`src/rtl/io_event_pkg.sv`:
```
// Shared types and constant data words for the io_event_capture block.
package io_event_pkg;

    typedef enum logic [1:0] {
        IDLE         = 2'd0,
        PRESS_WAIT   = 2'd1,
        PRESSED      = 2'd2,
        RELEASE_WAIT = 2'd3
    } deb_state_t;

    localparam logic [31:0] BTN_PRESS_WORD   = 32'd1;
    localparam logic [31:0] BTN_RELEASE_WORD = 32'd0;
    localparam logic [31:0] COLLISION_WORD   = 32'd1;

    function automatic logic [31:0] sat_inc32(input logic [31:0] value);
        return (value == 32'hFFFF_FFFF) ? value : value + 32'd1;
    endfunction

endpackage

```
`src/rtl/button_debouncer.sv`:
```
// Two-flop synchronizer plus debounce FSM; emits a one-cycle commit pulse
// and the newly accepted debounced level in the same cycle.
module button_debouncer
    import io_event_pkg::*;
#(
    parameter int DEBOUNCE_CYCLES = 250000
) (
    input  logic clock,
    input  logic ctrl_reset_n,
    input  logic button_raw,
    output logic event_pulse,
    output logic event_level
);

    localparam int CW = (DEBOUNCE_CYCLES > 2) ? $clog2(DEBOUNCE_CYCLES) : 1;
    localparam logic [CW-1:0] COUNT_LAST = CW'(DEBOUNCE_CYCLES - 1);

    logic          r_sync1;
    logic          r_sync2;
    deb_state_t    r_state;
    deb_state_t    w_state_next;
    logic [CW-1:0] r_count;
    logic [CW-1:0] w_count_next;
    logic          w_btn_s;

    assign w_btn_s = r_sync2;

    always_ff @(posedge clock or negedge ctrl_reset_n) begin
        if (!ctrl_reset_n) begin
            r_sync1 <= 1'b0;
            r_sync2 <= 1'b0;
            r_state <= IDLE;
            r_count <= '0;
        end else begin
            r_sync1 <= button_raw;
            r_sync2 <= r_sync1;
            r_state <= w_state_next;
            r_count <= w_count_next;
        end
    end

    always_comb begin
        w_state_next = r_state;
        w_count_next = '0;
        event_pulse  = 1'b0;
        unique case (r_state)
            IDLE: begin
                if (w_btn_s) w_state_next = PRESS_WAIT;
            end
            PRESS_WAIT: begin
                if (!w_btn_s) begin
                    w_state_next = IDLE;
                end else if (r_count == COUNT_LAST) begin
                    w_state_next = PRESSED;
                    event_pulse  = 1'b1;
                end else begin
                    w_count_next = r_count + CW'(1);
                end
            end
            PRESSED: begin
                if (!w_btn_s) w_state_next = RELEASE_WAIT;
            end
            RELEASE_WAIT: begin
                if (w_btn_s) begin
                    w_state_next = PRESSED;
                end else if (r_count == COUNT_LAST) begin
                    w_state_next = IDLE;
                    event_pulse  = 1'b1;
                end else begin
                    w_count_next = r_count + CW'(1);
                end
            end
            default: w_state_next = IDLE;
        endcase
    end

    // Level as it will be after this edge, so the pulse and level agree.
    assign event_level = (w_state_next == PRESSED) || (w_state_next == RELEASE_WAIT);

endmodule

```
`src/rtl/io_event_capture.sv`:
```
// Button, frame and collision event words with one-cycle write strobes.
// Optional build macro COLLISION_COUNT_EN: r24 carries a saturating hit count.
module io_event_capture
    import io_event_pkg::*;
#(
    parameter int DEBOUNCE_CYCLES = 250000,
    parameter int FRAME_DIV       = 833333
) (
    input  logic        clock,
    input  logic        ctrl_reset_n,
    input  logic        button_raw,
    input  logic        collision_hit,
    input  logic        game_run,
    output logic [31:0] r20,
    output logic        button_signal_reg,
    output logic [31:0] r22,
    output logic        screen_signal_reg,
    output logic [31:0] r24,
    output logic        collision_signal_reg
);

    localparam int FW = (FRAME_DIV > 2) ? $clog2(FRAME_DIV) : 1;
    localparam logic [FW-1:0] DIV_LAST = FW'(FRAME_DIV - 1);

    logic          w_btn_event;
    logic          w_btn_level;
    logic [FW-1:0] r_div;
    logic [31:0]   r_frame_count;
    logic          r_frame_wrap;
    logic          w_div_wrap;
    logic          r_coll_hist;
    logic          w_coll_event;
`ifdef COLLISION_COUNT_EN
    logic [31:0]   r_coll_count;
    logic [31:0]   w_coll_next;
    assign w_coll_next = sat_inc32(r_coll_count);
`endif

    button_debouncer #(
        .DEBOUNCE_CYCLES(DEBOUNCE_CYCLES)
    ) u_debouncer (
        .clock       (clock),
        .ctrl_reset_n(ctrl_reset_n),
        .button_raw  (button_raw),
        .event_pulse (w_btn_event),
        .event_level (w_btn_level)
    );

    assign w_div_wrap   = game_run && (r_div == DIV_LAST);
    // History follows the input even while the game is stopped.
    assign w_coll_event = collision_hit && !r_coll_hist && game_run;

    always_ff @(posedge clock or negedge ctrl_reset_n) begin
        if (!ctrl_reset_n) begin
            r20                  <= '0;
            button_signal_reg    <= 1'b0;
            r22                  <= '0;
            screen_signal_reg    <= 1'b0;
            r24                  <= '0;
            collision_signal_reg <= 1'b0;
            r_div                <= '0;
            r_frame_count        <= '0;
            r_frame_wrap         <= 1'b0;
            r_coll_hist          <= 1'b0;
`ifdef COLLISION_COUNT_EN
            r_coll_count         <= '0;
`endif
        end else begin
            button_signal_reg <= w_btn_event;
            if (w_btn_event) r20 <= w_btn_level ? BTN_PRESS_WORD : BTN_RELEASE_WORD;

            if (game_run) begin
                if (w_div_wrap) begin
                    r_div         <= '0;
                    r_frame_count <= r_frame_count + 32'd1;
                end else begin
                    r_div <= r_div + FW'(1);
                end
            end
            r_frame_wrap      <= w_div_wrap;
            screen_signal_reg <= r_frame_wrap;
            if (r_frame_wrap) r22 <= r_frame_count;

            r_coll_hist          <= collision_hit;
            collision_signal_reg <= w_coll_event;
            if (w_coll_event) begin
`ifdef COLLISION_COUNT_EN
                r_coll_count <= w_coll_next;
                r24          <= w_coll_next;
`else
                r24          <= COLLISION_WORD;
`endif
            end
        end
    end

endmodule
```
`config.mk`:
```
export PLATFORM = sky130hd
export DESIGN_NAME = io_event_capture
export DESIGN_NICKNAME = d
export VERILOG_FILES = /design/src/rtl/io_event_pkg.sv /design/src/rtl/button_debouncer.sv /design/src/rtl/io_event_capture.sv
export SDC_FILE = /design/constraint.sdc
export NUM_CORES = 1
export LEC_CHECK = 0
export BUFFER_PORTS_ARGS = -buffer_cell sky130_fd_sc_hd__buf_2
export CORE_UTILIZATION = 45
export CTS_CLUSTER_DIAMETER = 60
export DETAILED_ROUTE_END_ITERATION = 6
export GPL_TIMING_DRIVEN = 0
export PLACE_DENSITY = 0.7
export SLEW_MARGIN = 20
export SYNTH_ARGS = -nofsm -noshare
export SYNTH_HDL_FRONTEND = slang
export SYNTH_SLANG_ARGS = --single-unit
```
`constraint.sdc`:
```
create_clock -name clock -period 2.1 [get_ports clock]
set_clock_uncertainty 0.1 [all_clocks]
set_input_delay 0.42 -clock clock [delete_from_list [all_inputs] [get_ports clock]]
set_output_delay 0.42 -clock clock [all_outputs]
set_load 0.05 [all_outputs]
```
==> reports/results.txt, run 1 <==
The initial standard-cell utilization of the core is 0.4635. The count of nets left with antenna violations once routing finished came out at 0. The final number of hold-violating endpoints is 0, and the global-route wire length before repair is 17.73 mm.

The required time of the critical path was 2.33 ns; the register-to-register setup slack was -0.07 ns. After synthesis, the cell types taking the most area are dfrtp_1 (53%), buf_4 (8.9%), mux2_2 (7.2%). For this run, the top clock speed supported by timing is 0.4609 GHz. The kind of path behind the tightest hold check was primary input to register.

The total of endpoints with negative setup slack in the final report is 6. Synthesis inferred 113 register bits. The floorplan step set the die height to 110.5 µm.

The core box area is 11420 µm², and the count of cells along the worst register-to-register path is 6. Including well taps, the total number of placed cells is 718. The number of antenna diodes in the final layout is 0.

Counting every instance in the synthesized netlist gives 473. The critical path is of the register to register type. Detailed placement ended at an HPWL of 6.772 mm. CTS built an H-tree with a depth of 4. The floorplan step defined a die boundary enclosing 12200 µm². Once layout is done, the placed cells without fillers occupy 6918 µm². Leaving out fill and tap cells, the most frequent cell in the layout is dfrtp_1. The relative contribution of combinational cells to total power was 0.106; the pin count of the biggest net entering global routing was 61. For the number of remaining DRC errors, the log shows 0.

The final net count is 616. The checks that failed: setup timing. The worst endpoint data arrival time came out at 2.40 ns. The share of cells above drive strength 1 works out to 0.3544. The number of stages on the worst hold path came out at 1. The tools report the overflow left after global routing as 0.

The first-iteration detailed-routing DRC count is 182. Setup repair after global routing could not meet its margin everywhere. A synthesized cell averages 11.19 µm². The pre-antenna-repair detailed-routing pass consisted of 5 iterations.

Measured along the x axis, the die boundary spans 110.5 µm. The area share of the leading cell type in the synthesized netlist was 0.5343. The final critical-path share of the clock period was 1.033; the switching power summed over all nets was 1.394 mW. The final number of max-transition violations came out at 0. After global routing, the most crowded layer is met2.

The logs give 0.480 for the power share of the clock group and -0.06958 ns for the smallest setup slack after layout. For the relative contribution of sequential cells to total power, the log shows 0.414. The synthesis warning total is 0, and the number of max-cap violations is 0. For this design the top-level I/O count stands at 104. The worst hold slack across all endpoints was 0.01455 ns. The area growth from synthesis to final layout was 30.71%. Internal power comes to 4.222 mW.

The final period demand of the worst path was 2.170 ns; the post-placement setup slack was -0.4209 ns. Buffers inserted during clock tree synthesis total 17. Clock-pin slew was measured on the worst setup and hold paths at 0.05 ns.

The number of vias per cell is 4.802. The total via count in the routed design came out at 3654. The power per standard cell area is 811.8 nW/µm², and the post-synthesis sequential area ratio is 0.5343. The kind of launch point of the worst setup path was a register.

Routability-driven placement finished with a final weighted congestion of 0.8222. The headroom to the max-slew limit was 0.5326; the slew at the pin closest to its max-slew limit was 0.6947 ns. The logs give 113 for the TritonCTS sink count and 5293 µm² for the post-synthesis instance area. Post-layout instance count excluding filler cells: 761.

In this run, distinct cell masters in the synthesized netlist total 37. For the placed standard-cell area, the log shows 5991 µm². The biggest area contributor in the post-synthesis netlist is dfrtp_1. The floorplan has 39 rows. In this run the worst path has a maximum fanout of 5. TritonCTS built the clock tree. The worst setup path is captured at a register. The fraction of power spent switching nets works out to 0.2482. The number of antenna violations at the first check in global routing is 0. The run gives 0.05598 as the met3 usage.

The final layout contains routed wiring with a total length of 10.81 mm. In this run the tool buffered the top-level ports with 40 buffer cells. The largest registers in the layout are r22 x32, r_frame_count x32, r_div x20. Clock tree synthesis selected as its root buffer the cell clkbuf_16. The tools report the later-pin clock latency in the skew report as 0.41 ns. The run finished, with violations left. The logs give 3626 for the number of global-route vias before repair and 2 for the maximum buffer depth of the clock tree. The global router's overall resource usage was 0.1830; the leakage power summed over all cells was 3.657 nW. Dividing the detail-routed wire length by the instance count gives 14.20 µm.

The routing usage on met2 is 0.3089. The post-layout total power was 5.616 mW. The top cell types in the final layout, fill and taps aside, are dfrtp_1 (112), buf_4 (72), conb_1 (62), buf_2 (40), nor2_1 (36). The worst ir drop on vdd is 0.7185 mV. The tools report the met1 usage as 0.2180.
worst max-delay path, stage by stage, from the launching register on:
cell and delay [ns]:
dfrtp_1 0.41, nand2_1 0.11, or3_4 0.43, or3b_4 0.48, buf_12 0.18, nor4_4 0.22
xor2_1 0.16
layer usage:
metal | part of all wire | up-vias | wire length (µm)
met4 | 0.018 | 0 | 195
met3 | 0.045 | 19 | 483
met2 | 0.52 | 97 | 5621
met5 | 0 | - | 0
met1 | 0.42 | 1773 | 4506
li1 | - | 1765 | -
kinds of logic (layout without fill, tap and decap cells):
logic type	count (synthesis)	after routing	synth area share
other	1	62	0.0007085
AO/OA/AOI/OAI	9	9	0.01040
adder cells (fa/ha/maj)	4	4	0.009457
AND/OR/NAND/NOR	169	169	0.1650
flip-flops	113	113	0.5343
XOR/XNOR	63	63	0.1043
multiplexers	34	34	0.07234
buffers and inverters	80	164	0.1035
path summary, 6_finish.rpt:
| check | from | endpoint |
|---|---|---|
| worst min-delay path | button_raw | u_debouncer.r_sync1 |
| worst max-delay path | r_div[4] | r_frame_count[25] |
| min in group asynchronous | ctrl_reset_n | r22[26] |
| worst min register to register | u_debouncer.r_sync1 | u_debouncer.r_sync2 |
| worst max register to register | r_div[4] | r_frame_count[25] |
| max in group asynchronous | ctrl_reset_n | r_frame_count[7] |
final cells by class:
cell class | instances | area [µm²]
Buffer | 70 | 524.3
Clock buffer | 23 | 467.9
Clock inverter | 7 | 85.08
Fill cell | 900 | 4501
Inverter | 8 | 35.03
Multi-Input combinational cell | 341 | 2414
Sequential cell | 113 | 2829
Tap cell | 143 | 178.9
Timing Repair Buffer | 56 | 384.1
per-stage QoR:
step / setup TNS (ns) / utilization
after global placement: -103.90 / 0.5217
after floorplan: -0.01338 / -
after global routing: -1.494 / 0.6059
final: -0.2168 / 0.6059
after CTS: -0.8114 / 0.5963
after detailed placement: -16.53 / 0.5247
power by group through the flow:
stage                     logic [mW]  registers (mW)  clock network, mW
final                          0.595            2.32               2.70
after global routing           0.640            2.33               2.85
after CTS                      0.581            2.32               2.74
after detailed placement       0.533            2.35                  0
after global placement         0.515            2.34                  0
after floorplan                0.447            2.34                  0
synthesized netlist by cell type:
| library cell | instances |
|---|---|
| nand2_1 | 33 |
| nor3_1 | 11 |
| or4b_2 | 1 |
| nand4_1 | 20 |
| buf_2 | 3 |
| nor4_2 | 1 |
| buf_1 | 3 |
| a21oi_1 | 1 |
| or2_2 | 3 |
| or3b_4 | 1 |
| a22o_1 | 1 |
| xor2_1 | 30 |
| clkinv_1 | 1 |
| nor2b_1 | 2 |
| or3_4 | 1 |
| and3_1 | 15 |
| buf_4 | 63 |
| o21ai_0 | 4 |
| and3b_1 | 2 |
| conb_1 | 1 |
| buf_6 | 1 |
| a31oi_1 | 1 |
| dfrtp_1 | 113 |
| a41oi_1 | 1 |
| nor4b_1 | 3 |
| o22ai_1 | 1 |
| nor4_1 | 11 |
| nand3_1 | 21 |
| nor2_1 | 39 |
| or4_1 | 1 |
| inv_1 | 7 |
| and4_1 | 1 |
| ha_1 | 4 |
| clkbuf_1 | 2 |
| and2_1 | 3 |
| xnor2_1 | 33 |
| mux2_2 | 34 |
timing repair:
action                                 4_1_cts  5_1_grt
pin swaps                                   14       12
setup endpoints to repair                   64       51
hold buffers                                 1        0
setup buffers                               10        3
cloned                                       1        0
gates resized for setup                     31       20
endpoints found under the hold margin       53        0
Note: power is estimated with default switching activity, not from simulation.
==> run 2, diff against run 1 <==
--- a/config.mk
+++ b/config.mk
@@ -6,11 +6,11 @@
 export NUM_CORES = 1
 export LEC_CHECK = 0
 export BUFFER_PORTS_ARGS = -buffer_cell sky130_fd_sc_hd__buf_2
-export CORE_UTILIZATION = 45
+export CORE_UTILIZATION = 50
 export CTS_CLUSTER_DIAMETER = 60
 export DETAILED_ROUTE_END_ITERATION = 6
 export GPL_TIMING_DRIVEN = 0
-export PLACE_DENSITY = 0.7
+export PLACE_DENSITY = 0.76
 export SLEW_MARGIN = 20
 export SYNTH_ARGS = -nofsm -noshare
 export SYNTH_HDL_FRONTEND = slang
==> run 2 against run 1 <==
Compared with the run above:
- first-iteration DRC count rose by 17%
- sequential share of layout area fell by 0.57 points
- critical endpoint is now r_frame_count[19]
- fmax fell by 3.6%
- design area rose by 1.4%
- power rose by 2.5%
- count of clock-buffer cells in the layout rose by 4
- clock power rose by 5%
- the flow still finishes with violations (setup timing)
- combinational power rose by 1%
- via count rose by 3.4%
- critical path depth rose by 2
- die area fell by 9.8%
- non-clock buffer count rose by 7
==> reports/results.txt, run 2 (same netlist as run 1, synthesis figures left out) <==
The number of global-route vias before repair was 3792. The internal power of the cells totals 4.340 mW. For the pin with the worst max-slew slack, the measured transition is 0.6684 ns. The floorplan has 37 rows. The tools report the kind of launch point of the worst setup path as a register. In this run the standard cell core region covers 10280 µm².

The multi-input combinational cell area is 2394 µm². The first global-routing pass estimated 18.22 mm of wire. Weighted congestion reported at the end of routability-driven placement: 0.8264. Along the worst path, the maximum fanout reaches 4. Across all layers, the routed design uses 3780 vias. The logs give 0.404 for the relative contribution of sequential cells to total power and 4.540 mm for the wire length on met1. Wires add up to 11.24 mm. The finished cells cover 7013 µm². The top cell types in the final layout, fill and taps aside, are dfrtp_1 (113), buf_4 (77), conb_1 (62), buf_2 (39), nor2_1 (35).

The buffer cell driving the clock tree root was clkbuf_8. The tree built by TritonCTS fans out to 113 sinks. The final number of hold-violating endpoints came out at 0. The headroom to the max-slew limit is 0.5509, and the filler cell count is 743. The sequential cells in the finished layout cover a total of 2828 µm². Number of H-tree levels: 4. The die is 104.9 µm wide. The kind of path behind the tightest hold check was primary input to register.

The run gives 0 as the number of max-cap violations. The number of vias per cell works out to 4.954. The top layer reached by signal wires is met4.

The leakage power summed over all cells was 3.683 nW. The number of buffers inserted by port buffering is 40. After clock tree synthesis, the clock-pin slew on the worst setup and hold paths is 0.05 ns. The floorplan step defined a die boundary enclosing 11000 µm². The global router's overall resource usage came out at 0.2137. Sum of met2 wire segment lengths after detailed routing: 5.908 mm. At the placement stage, the worst setup path has a slack of -0.4039 ns. The worst setup path is of the register to register kind. The run gives 0 as the residual antenna-violating net count after detailed routing.

The first detailed-routing pass took 4 iterations. The maximum buffer depth of the clock tree is 2. TritonCTS created 17 clock buffers. For this run the aggregate overflow at the end of global routing stands at 0. For the worst-skew pair, the clock arrives at the later sink with an insertion delay of 0.54 ns. The placed instances occupy a cell area of 5982 µm². Power spread over the standard cell area amounts to 820.5 nW/µm². The tools report the final net count as 624. In the final layout, the registers with the most flip-flops are r22 x32, r_frame_count x32, r_div x20. The logs give -0.1509 ns for the smallest setup slack after layout and 0.5150 for the initial standard-cell utilization of the core.

The share of cells above drive strength 1 was 0.3573. The final reports fail on setup timing. The required time of the critical path was 2.45 ns; the area growth from synthesis to final layout was 32.51%.

The final number of max-transition violations is 0. For the first-iteration detailed-routing DRC count, the log shows 213. Entering global routing, the biggest net connects 64 pins.

Leaving out filler cells and counting taps, the final layout contains 763. The worst ir drop on vdd was 0.7541 mV. Final critical-path share of the clock period: 1.072. Most common cell after layout, fill and taps aside: dfrtp_1. The cell count after placement was 711; the fraction of power spent switching nets was 0.2457. The run finished, with violations left.

Static timing analysis puts the maximum clock frequency at 0.4443 GHz. For this run, design rule violations remaining after detail routing come to 0. The final period demand of the worst path is 2.251 ns.

TritonCTS built the clock tree. Switching power summed over all nets: 1.414 mW. The total of endpoints with negative setup slack in the final report came out at 17.

The worst setup path is captured at a register. The logs give 0.105 for the relative contribution of combinational cells to total power and 548 µm for the length of routed met3 wiring. The vertical die dimension works out to 104.9 µm. The number of antenna violations at the first check in global routing was 0. The run gives 0 as the number of antenna diodes. Power share of the clock group: 0.492.

104 I/O pins were placed. Dividing the detail-routed wire length by the instance count gives 14.74 µm. Setup total negative slack on the finished layout was measured at -1.065 ns. The tools report the half-perimeter wire length of the detailed placement result as 6.940 mm. For the worst setup path, the data arrival time is 2.60 ns.

Setup repair after global routing could not meet its margin everywhere.
run 2: cell types whose count changed in the layout (fill, tap and decap cells not counted), moves of 3 or more:
cell / before / now
clkbuf_8: 2 / 8
clkinv_2: 5 / 2
buf_4: 72 / 77
nor3_2: 0 / 3
run 2: worst paths after layout:
path,from,end,slack (ns),cells after the start
worst min register to register,u_debouncer.r_sync1,u_debouncer.r_sync2,0.25,0
min in group asynchronous,ctrl_reset_n,r_frame_count[28],0.31,2
max in group asynchronous,ctrl_reset_n,r_frame_count[7],0.92,3
worst max register to register,r_div[0],r_frame_count[19],-0.15,8
worst min-delay path,game_run,r_div[1],0.05,2
worst max-delay path,r_div[0],r_frame_count[19],-0.15,8
run 2: repair_timing:
item,4_1_cts,5_1_grt
endpoints found under the setup margin,64,56
pin swaps,16,17
gates cloned,1,1
gates resized for setup,25,26
hold buffers,3,0
endpoints found under the hold margin,52,0
setup buffers,12,6
run 2: final cells by class:
| type | instances | share of cell area |
|---|---|---|
| Timing Repair inverter | 1 | 0.0008921 |
| Clock buffer | 27 | 0.07440 |
| Timing Repair Buffer | 63 | 0.06548 |
| Tap cell | 136 | 0.02426 |
| Sequential cell | 113 | 0.4032 |
| Inverter | 8 | 0.005352 |
| Buffer | 70 | 0.07511 |
| Clock inverter | 4 | 0.009991 |
| Multi-Input combinational cell | 341 | 0.3413 |
run 2: worst max-delay path, stage by stage, from the launching register on:
cell       delay (ns)
dfrtp_1          0.40
inv_2            0.10
ha_4             0.13
nor4b_4          0.20
nand4_1          0.16
or3b_4           0.45
bufbuf_16        0.29
nor3_2           0.19
xor2_1           0.16
run 2: power by group through the flow:
stage               clock network, mW  registers [mW]  logic [mW]
floorplan                           0            2.34       0.447
global placement                    0            2.34       0.513
detailed placement                  0            2.35       0.529
CTS                              2.85            2.32       0.582
global route                     2.96            2.33       0.647
finish                           2.83            2.32       0.602
run 2: per-stage QoR:
| stage | hold slack, ns | total power, mW | util |
|---|---|---|---|
| after floorplan | 0.02441 | 2.783 | - |
| after global placement | 0.2337 | 2.857 | 0.5788 |
| after detailed placement | 0.2358 | 2.876 | 0.5821 |
| after CTS | 0.04215 | 5.758 | 0.6651 |
| after global routing | 0.05110 | 5.940 | 0.6824 |
| final | 0.04908 | 5.754 | 0.6824 |
run 2: metal layers:
layer,GRT usage,vias up
li1,-,1773
met1,0.2522,1871
met2,0.3571,108
met3,0.06862,28
met4,0.09457,0
met5,0,-
